### src/rtl/pipeline_trace_buffer.sv
// On-chip trace capture: records {pc, watched channels} into a circular buffer
// (wrap or PC-triggered one-shot) and streams the trace out oldest-first.
module pipeline_trace_buffer #(
    parameter int DATA_W = 32,
    parameter int DEPTH  = 16,
    parameter int NUM_CH = 4
) (
    input  logic                       clk,
    input  logic                       rst,
    input  logic                       cap_en,
    input  logic [DATA_W-1:0]          pc,
    input  logic [NUM_CH*DATA_W-1:0]   ch_data,
    input  logic                       mode,
    input  logic [DATA_W-1:0]          trig_pc,
    input  logic                       arm,
    input  logic                       stop,
    input  logic                       dump,
    output logic [2:0]                 state,
    output logic [$clog2(DEPTH):0]     count,
    output logic                       rd_valid,
    output logic [DATA_W-1:0]          rd_data,
    output logic                       rd_last,
    input  logic                       rd_ready
);

    localparam int AW = $clog2(DEPTH);
    localparam int CW = AW + 1;
    localparam int NW = NUM_CH + 1;
    localparam int WW = $clog2(NW);

    typedef enum logic [2:0] {
        S_IDLE    = 3'd0,
        S_ARMED   = 3'd1,
        S_CAPTURE = 3'd2,
        S_DONE    = 3'd3,
        S_READ    = 3'd4
    } state_t;

    state_t            r_state;
    state_t            w_next_state;
    logic [DATA_W-1:0] r_mem [DEPTH][NW];
    logic [AW-1:0]     r_wptr;
    logic [AW-1:0]     r_rd_entry;
    logic [CW-1:0]     r_count;
    logic [CW-1:0]     r_rd_left;
    logic [WW-1:0]     r_rd_word;
    logic              r_mode;
    logic [DATA_W-1:0] r_trig_pc;

    logic w_full;
    logic w_trig_hit;
    logic w_wr;
    logic w_hs;
    logic w_last_beat;
    logic w_dump_go;

    assign w_full      = (r_count == CW'(DEPTH));
    assign w_trig_hit  = cap_en && (pc == r_trig_pc);
    assign w_wr        = rst && !arm && cap_en &&
                         ((r_state == S_CAPTURE) ||
                          (r_state == S_ARMED && !stop && w_trig_hit));
    assign w_hs        = (r_state == S_READ) && rd_ready;
    assign w_last_beat = (r_rd_left == CW'(1)) && (r_rd_word == WW'(NUM_CH));
    assign w_dump_go   = !arm && dump && (r_state == S_DONE);

    always_ff @(posedge clk) begin
        if (!rst) begin
            r_state <= S_IDLE;
        end else begin
            r_state <= w_next_state;
        end
    end

    always_comb begin
        w_next_state = r_state;
        if (arm) begin
            w_next_state = mode ? S_ARMED : S_CAPTURE;
        end else if (stop && (r_state == S_ARMED || r_state == S_CAPTURE)) begin
            w_next_state = S_DONE;
        end else if (dump && r_state == S_DONE) begin
            w_next_state = (r_count == '0) ? S_IDLE : S_READ;
        end else begin
            case (r_state)
                S_ARMED:   if (w_trig_hit) w_next_state = S_CAPTURE;
                S_CAPTURE: if (cap_en && r_mode && r_count == CW'(DEPTH - 1))
                               w_next_state = S_DONE;
                S_READ:    if (rd_ready && w_last_beat) w_next_state = S_IDLE;
                default:   w_next_state = r_state;
            endcase
        end
    end

    // Bookkeeping: write pointer/count during capture, read cursor during readout.
    always_ff @(posedge clk) begin
        if (!rst) begin
            r_count    <= '0;
            r_wptr     <= '0;
            r_rd_entry <= '0;
            r_rd_word  <= '0;
            r_rd_left  <= '0;
            r_mode     <= 1'b0;
            r_trig_pc  <= '0;
        end else if (arm) begin
            r_count   <= '0;
            r_wptr    <= '0;
            r_mode    <= mode;
            r_trig_pc <= trig_pc;
        end else begin
            if (w_wr) begin
                r_wptr <= r_wptr + AW'(1);
                if (!w_full) r_count <= r_count + CW'(1);
            end
            if (w_dump_go) begin
                // A full buffer may have wrapped, so its oldest entry sits at the write pointer.
                r_rd_entry <= w_full ? r_wptr : '0;
                r_rd_word  <= '0;
                r_rd_left  <= r_count;
            end else if (w_hs) begin
                if (r_rd_word == WW'(NUM_CH)) begin
                    r_rd_word  <= '0;
                    r_rd_entry <= r_rd_entry + AW'(1);
                    r_rd_left  <= r_rd_left - CW'(1);
                end else begin
                    r_rd_word <= r_rd_word + WW'(1);
                end
            end
        end
    end

    always_ff @(posedge clk) begin
        if (w_wr) begin
            r_mem[r_wptr][0] <= pc;
            for (int k = 0; k < NUM_CH; k++) begin
                r_mem[r_wptr][WW'(k + 1)] <= ch_data[k*DATA_W +: DATA_W];
            end
        end
    end

    always_comb begin
        state    = r_state;
        count    = r_count;
        rd_valid = (r_state == S_READ);
        rd_last  = rd_valid && w_last_beat;
        rd_data  = rd_valid ? r_mem[r_rd_entry][r_rd_word] : '0;
    end

endmodule

### config.mk
export PLATFORM = sky130hd
export DESIGN_NAME = pipeline_trace_buffer
export DESIGN_NICKNAME = d
export VERILOG_FILES = /design/src/rtl/pipeline_trace_buffer.sv
export SDC_FILE = /design/constraint.sdc
export NUM_CORES = 2
export LEC_CHECK = 0
export BUFFER_PORTS_ARGS = -buffer_cell sky130_fd_sc_hd__buf_2
export CORE_MARGIN = 3
export CORE_UTILIZATION = 36
export DETAILED_ROUTE_END_ITERATION = 10
export PLACE_DENSITY = 0.49
export SLEW_MARGIN = 0
export SYNTH_ARGS = -nofsm -noshare
export SYNTH_HDL_FRONTEND = slang
export SYNTH_SLANG_ARGS = --single-unit
### constraint.sdc
create_clock -name clk -period 56.5 [get_ports clk]
set_input_delay 8.475 -clock clk [delete_from_list [all_inputs] [get_ports clk]]
set_output_delay 8.475 -clock clk [all_outputs]
set_load 0.02 [all_outputs]
Yosys cells after proc, flatten, opt, wreduce, memory -nomap -nowiden
Memory sizes are Yosys's and may differ from the RTL's. A register that Yosys moved wholly into a read port is not among the register bits.
Cells that the tools add are included.
Storage, ports and cells
  memories kept: 1
  memory bits (writable): 2048
  bits of input ports: 200
  register bits: 57
  logic and storage cells: 87
Cells by class
  add/subtract/negate cells: 5
  equal/unequal tests: 12
  multiplexer cells: 27
  bitwise gates (word level): 4
  reduce and logical (&&, ||, !) cells: 29
  $lt $le $gt $ge: 1
Memory list
  r_mem: words 16, width 128, rd ports 1, clocked after memory_dff 1, wr ports 1, line 41  | logic [DATA_W-1:0] r_mem [DEPTH][NW];
Operators by type and width (count)
  $bmux W32 S3: 1
  $mux W32: 3
  $eq A32 B32 Y1: 1
  $mux W3: 10
  $mux W4: 6
  $logic_and A1 B1 Y1: 16
  $mux W5: 3
  $ne A5 B2 Y1 const B: 2
  $pmux W3 S3: 1
  $add A4 B1 Y4 const B: 2
  $eq A3 B2 Y1 const B: 2
  $eq A3 B3 Y1 const B: 2
  $reduce_bool A6 Y1: 1
  $add A5 B1 Y5 const B: 1
  $eq A5 B1 Y1 const B: 1
  $eq A5 B4 Y1 const B: 1
  $eq A5 B5 Y1 const B: 1
  $logic_not A5 Y1: 1
  $ne A5 B3 Y1 const B: 1
  $sub A5 B1 Y5 const B: 1
  $ge A4 B4 Y1 const B: 1
  $not A3 Y4: 1
  $reduce_and A2 Y1: 2
  $reduce_and A4 Y1: 1
  10 further kinds: 16

Depth between registers and ports, before layout
  depth after elaboration: 8
  gate-level depth with buffers: 10

Least setup slack after synthesis
OpenSTA, ideal clock, no wires.
  kind: in2reg
  start point: input pc[18]
  end point: memory r_mem[12][0] (netlist name) (enable)
  required time: 55.527 ns
  arrival: 22.780 ns
  cell stages on the path: 7
  path slack: 32.747 ns
  cells stage by stage: xnor2_1 nand4_1 nor4_1 and4_1 clkbuf_1 nor2_1 nor4b_1
On the way
  longest elaborated chain between the ends: 7
Ends and longest elaborated chain
  start: declaration: line 11  | input logic [DATA_W-1:0] pc,
  $eq A32 B32 Y1: line 58  | assign w_trig_hit = cap_en && (pc == r_trig_pc);
  $logic_and A1 B1 Y1: line 58
  $logic_and A1 B1 Y1: line 61  | (r_state == S_ARMED && !stop && w_trig_hit));
  $logic_or A1 B1 Y1: line 60  | ((r_state == S_CAPTURE) ||
  $logic_and A1 B1 Y1: line 59  | assign w_wr = rst && !arm && cap_en &&
  $mux W1: line 131  | if (w_wr) begin
  $mux W1 (implied by the code): line 134  | r_mem[r_wptr][WW'(k + 1)] <= ch_data[k*DATA_W +: DATA_W];
  end: declaration: line 41
Every way passes these cells.

==> results.md <==
- Complex-gate fraction of the synthesized area: 0.007355
- Post-Syn Area per Cell: ~24 µm²
- Top_reg_cell synth: edfxtp_1
- DIE WIDTH: between 400 and 500 µm
- Power Dens Cells: 33.68 nW/µm²
- Router iterations before antenna repair: 8
- Site Rows: 173
- Synth warn: 0
- CP Buf/Inv Count: 3
- Finish-stage setup viols: 0
- Reg2reg end: r_mem[0][72]
- Critical path capture point type: output pin
- Core ar.: between 200000 and 250000 µm²
- Layout cell share with drive strength beyond 1: 0.3229
- Nets: ~3900
- CP Cell Sequence: buf_4 > buf_4 > mux4_2 > mux4_2 > a22oi_1 > nand3_1 > buf_2
- Critical Path Max Stage Delay: around 0.84 ns
- Final std cells w/o fill: between 6000 and 7000
- TNS Setup: 0 ns
- Max-Cap Viols: 0
- Synth Cell Area: 80800 µm²
- First-pass GRT wire length: 298.9 mm
- Placed Cells: ~6400
- Net switching power: a little over 600 µW
- Ys async rst share: 0
- Outcome: finished clean
- Mapped Nets: 3568
- FF+latch count, synth: approximately 2100
- Max Freq: just over 0.07 GHz
- Via count: about 37000
- CP Class: reg -> out
- Post-route DRC: 0
- Setup Fix Bufs, Post-CTS: 0
- Hold Path Origin: r_mode
- Post-synth EDFFs: between 2000 and 2500
- Worst r2r src: r_trig_pc[13]
- Part of the power in combinational logic: 0.013
- Antenna Nets Post-Route: 0
- CP Max Fanout: 43
- Die H: roughly 480 µm
- Final setup skew: between 0.03 and 0.04 ns
- Commonest cells after routing, fill and taps aside: 2048 x edfxtp_1, 640 x mux4_2, 217 x clkbuf_16
- Post-DP Area: roughly 86000 µm²
- Longest Clk Path Bufs: 3
- Cts repair resizes: 0
- Gpl congestion: 0.7394
- Worst-margin pin slew: roughly 1.1 ns
- Hold buffer count at CTS: 0
- Layout area overhead: 14.10%
- Max transition margin: 0.2902
- Distinct cells, synth: 50
- Finished Cell Area: 92190 µm²
- Final WL: about 210 mm
- Gr ovfl total: 0
- DR WL/cell: between 30 and 40 µm
- Effective utilization at floorplan: 0.3628
- Clock network power share: 0.434
- R2R depth: 8
- WP data arrival: about 5.7 ns
- Hold WC Path Type: reg -> reg
- Top Ports: 242
- Root Driver: clkbuf_16
- Fin crit share: 0.2504
- Internal: approximately 2500 µW
- RSZ-0062 raised after global routing: no
- Num CTS Buffers: roughly 220
- Worst Hold Depth: 2
- Post-Synth XOR/XNOR Area: 0.003902
- Largest net degree at the start of global routing: approximately 120
- Mux share of post-synthesis cell area: 0.1835
- Worst setup SP type: flop
- Post-detail-place hpwl: 109.4 mm
- CP Data Required Time: 48.03 ns
- Clk_lat worst skew: around 0.84 ns
- 1st-iter DRT viols: roughly 3500
- Flop pwr share: 0.553
- Main combinational cell family by area after synthesis: multiplexers
- CTS Sinks: between 2000 and 2500
- Maximum vdd drop: between 20 and 25 µV
- Worst-path clk slew: around 0.070 ns
- Vias in the first global route: 38870
- Leakage: 0.02788 µW
- Post-Synth Simple-Gate Area: 0.01587
- Post-Syn Instances: 3356
- Net Sw Frac: 0.1979
- CP delay by family, top: buffers and inverters
- Fin crit period: approximately 14 ns
- Max Slew Vio Count: 0
- Hold EP: r_mode
- PortBufs: roughly 210
- Crit-path slowest cell: buf_4
- Die area: 230200 µm²
- Final hold violations: 0
- CTS tree: built
- Setup slack, reg-to-reg: 51.79 ns
- Initial antenna violation count: a little over 50
- Total GRT Usage: 0.1829
- H-tree depth: 4
- Commonest non-fill, non-tap cell in the layout: edfxtp_1
- Sequential-to-total area share from yosys stat: 0.7762
- Adder-cell area share of the yosys netlist: 0.001858
- Avg Vias per Cell: around 5.4
## layout make-up
| type | instances | area (µm²) |
|---|---|---|
| fillers | 19430 | 130500 |
| clock inverters | 125 | 992.2 |
| well taps | 2975 | 3722 |
| flip-flops and latches | 2109 | 62740 |
| clock buffers | 260 | 5602 |
| inverters | 29 | 108.9 |
| repair buffers | 288 | 1764 |
| diodes | 8 | 20.02 |
| multi-input cells | 1039 | 17250 |
## state kept, by name (all words and copies together), names as in the netlist, named ones only
signal	cells
r_trig_pc	32
r_rd_entry	4
r_rd_word	3
r_rd_left	5
r_mode	1
count	5
r_mem	2048
r_wptr	4
state	3
## cells in the mapped netlist, types with 19 or more instances
cell,number,area share
inv_1,29,0.0013
nor2b_1,40,0.0031
dfxtp_1,61,0.015
xnor2_1,19,0.0021
edfxtp_1,2048,0.76
nand2_1,31,0.0014
clkbuf_1,98,0.0046
mux4_2,640,0.18
mux2i_1,40,0.0050
buf_2,60,0.0037
a22oi_1,26,0.0024
nand3_1,80,0.0050
## stage by stage
step | hold slack [ns] | setup slack (ns) | utilization | power [µW]
finish | 0.4821 | 42.35 | 0.4139 | 3105
detailed placement | 0.4726 | 42.92 | 0.3842 | 1793
CTS | 0.4830 | 41.97 | 0.4138 | 3141
floorplan | 0.4527 | 32.75 | - | 1762
global placement | 0.4678 | 42.94 | 0.3842 | 1791
global route | 0.5370 | 41.85 | 0.4138 | 3208
## cell families (layout without fill, tap and decap cells)
kind of cell	after synthesis	in the layout
AOI/OAI and AO/OA	81	81
xor gates and xnor gates	36	36
adders and majority gates	12	12
buffers and inverters	208	702
DFF	2109	2109
muxes	681	681
other	0	8
and+or+nand+nor	229	229
## power groups by stage
stage	logic (µW)	clock network (µW)	registers, µW
after floorplan	9.98	0	1750
after global placement	39.6	0	1750
after detailed placement	41.4	0	1750
after CTS	41.4	1380	1720
after global routing	45.3	1440	1720
final	40.5	1350	1720
## worst max-delay path by stage
stage                       from            to  cells after the start
after floorplan           pc[18]  r_mem[12][0]                      7
after global placement      flop    rd_data[4]                      7
after detailed placement    flop    rd_data[9]                      7
final                       flop    rd_data[9]                      7
after CTS                   flop    rd_data[9]                      7
after global routing        flop    rd_data[9]                      7
## worst min-delay path: cells and delay by family, from the launching register on
kind             cells  cell delay (ns)
flip-flops           1             0.31
AO/OA/AOI/OAI        1             0.07
AND/OR/NAND/NOR      1             0.06
## routing by layer
| metal | up-vias | global-route usage | wire, µm |
|---|---|---|---|
| met5 | - | 0 | 177 |
| met4 | 28 | 0.04634 | 4618 |
| met3 | 330 | 0.03359 | 11730 |
| met2 | 1051 | 0.2923 | 101600 |
| met1 | 20410 | 0.2601 | 92290 |
| li1 | 15150 | - | - |
(Power assumes the default switching activity.)
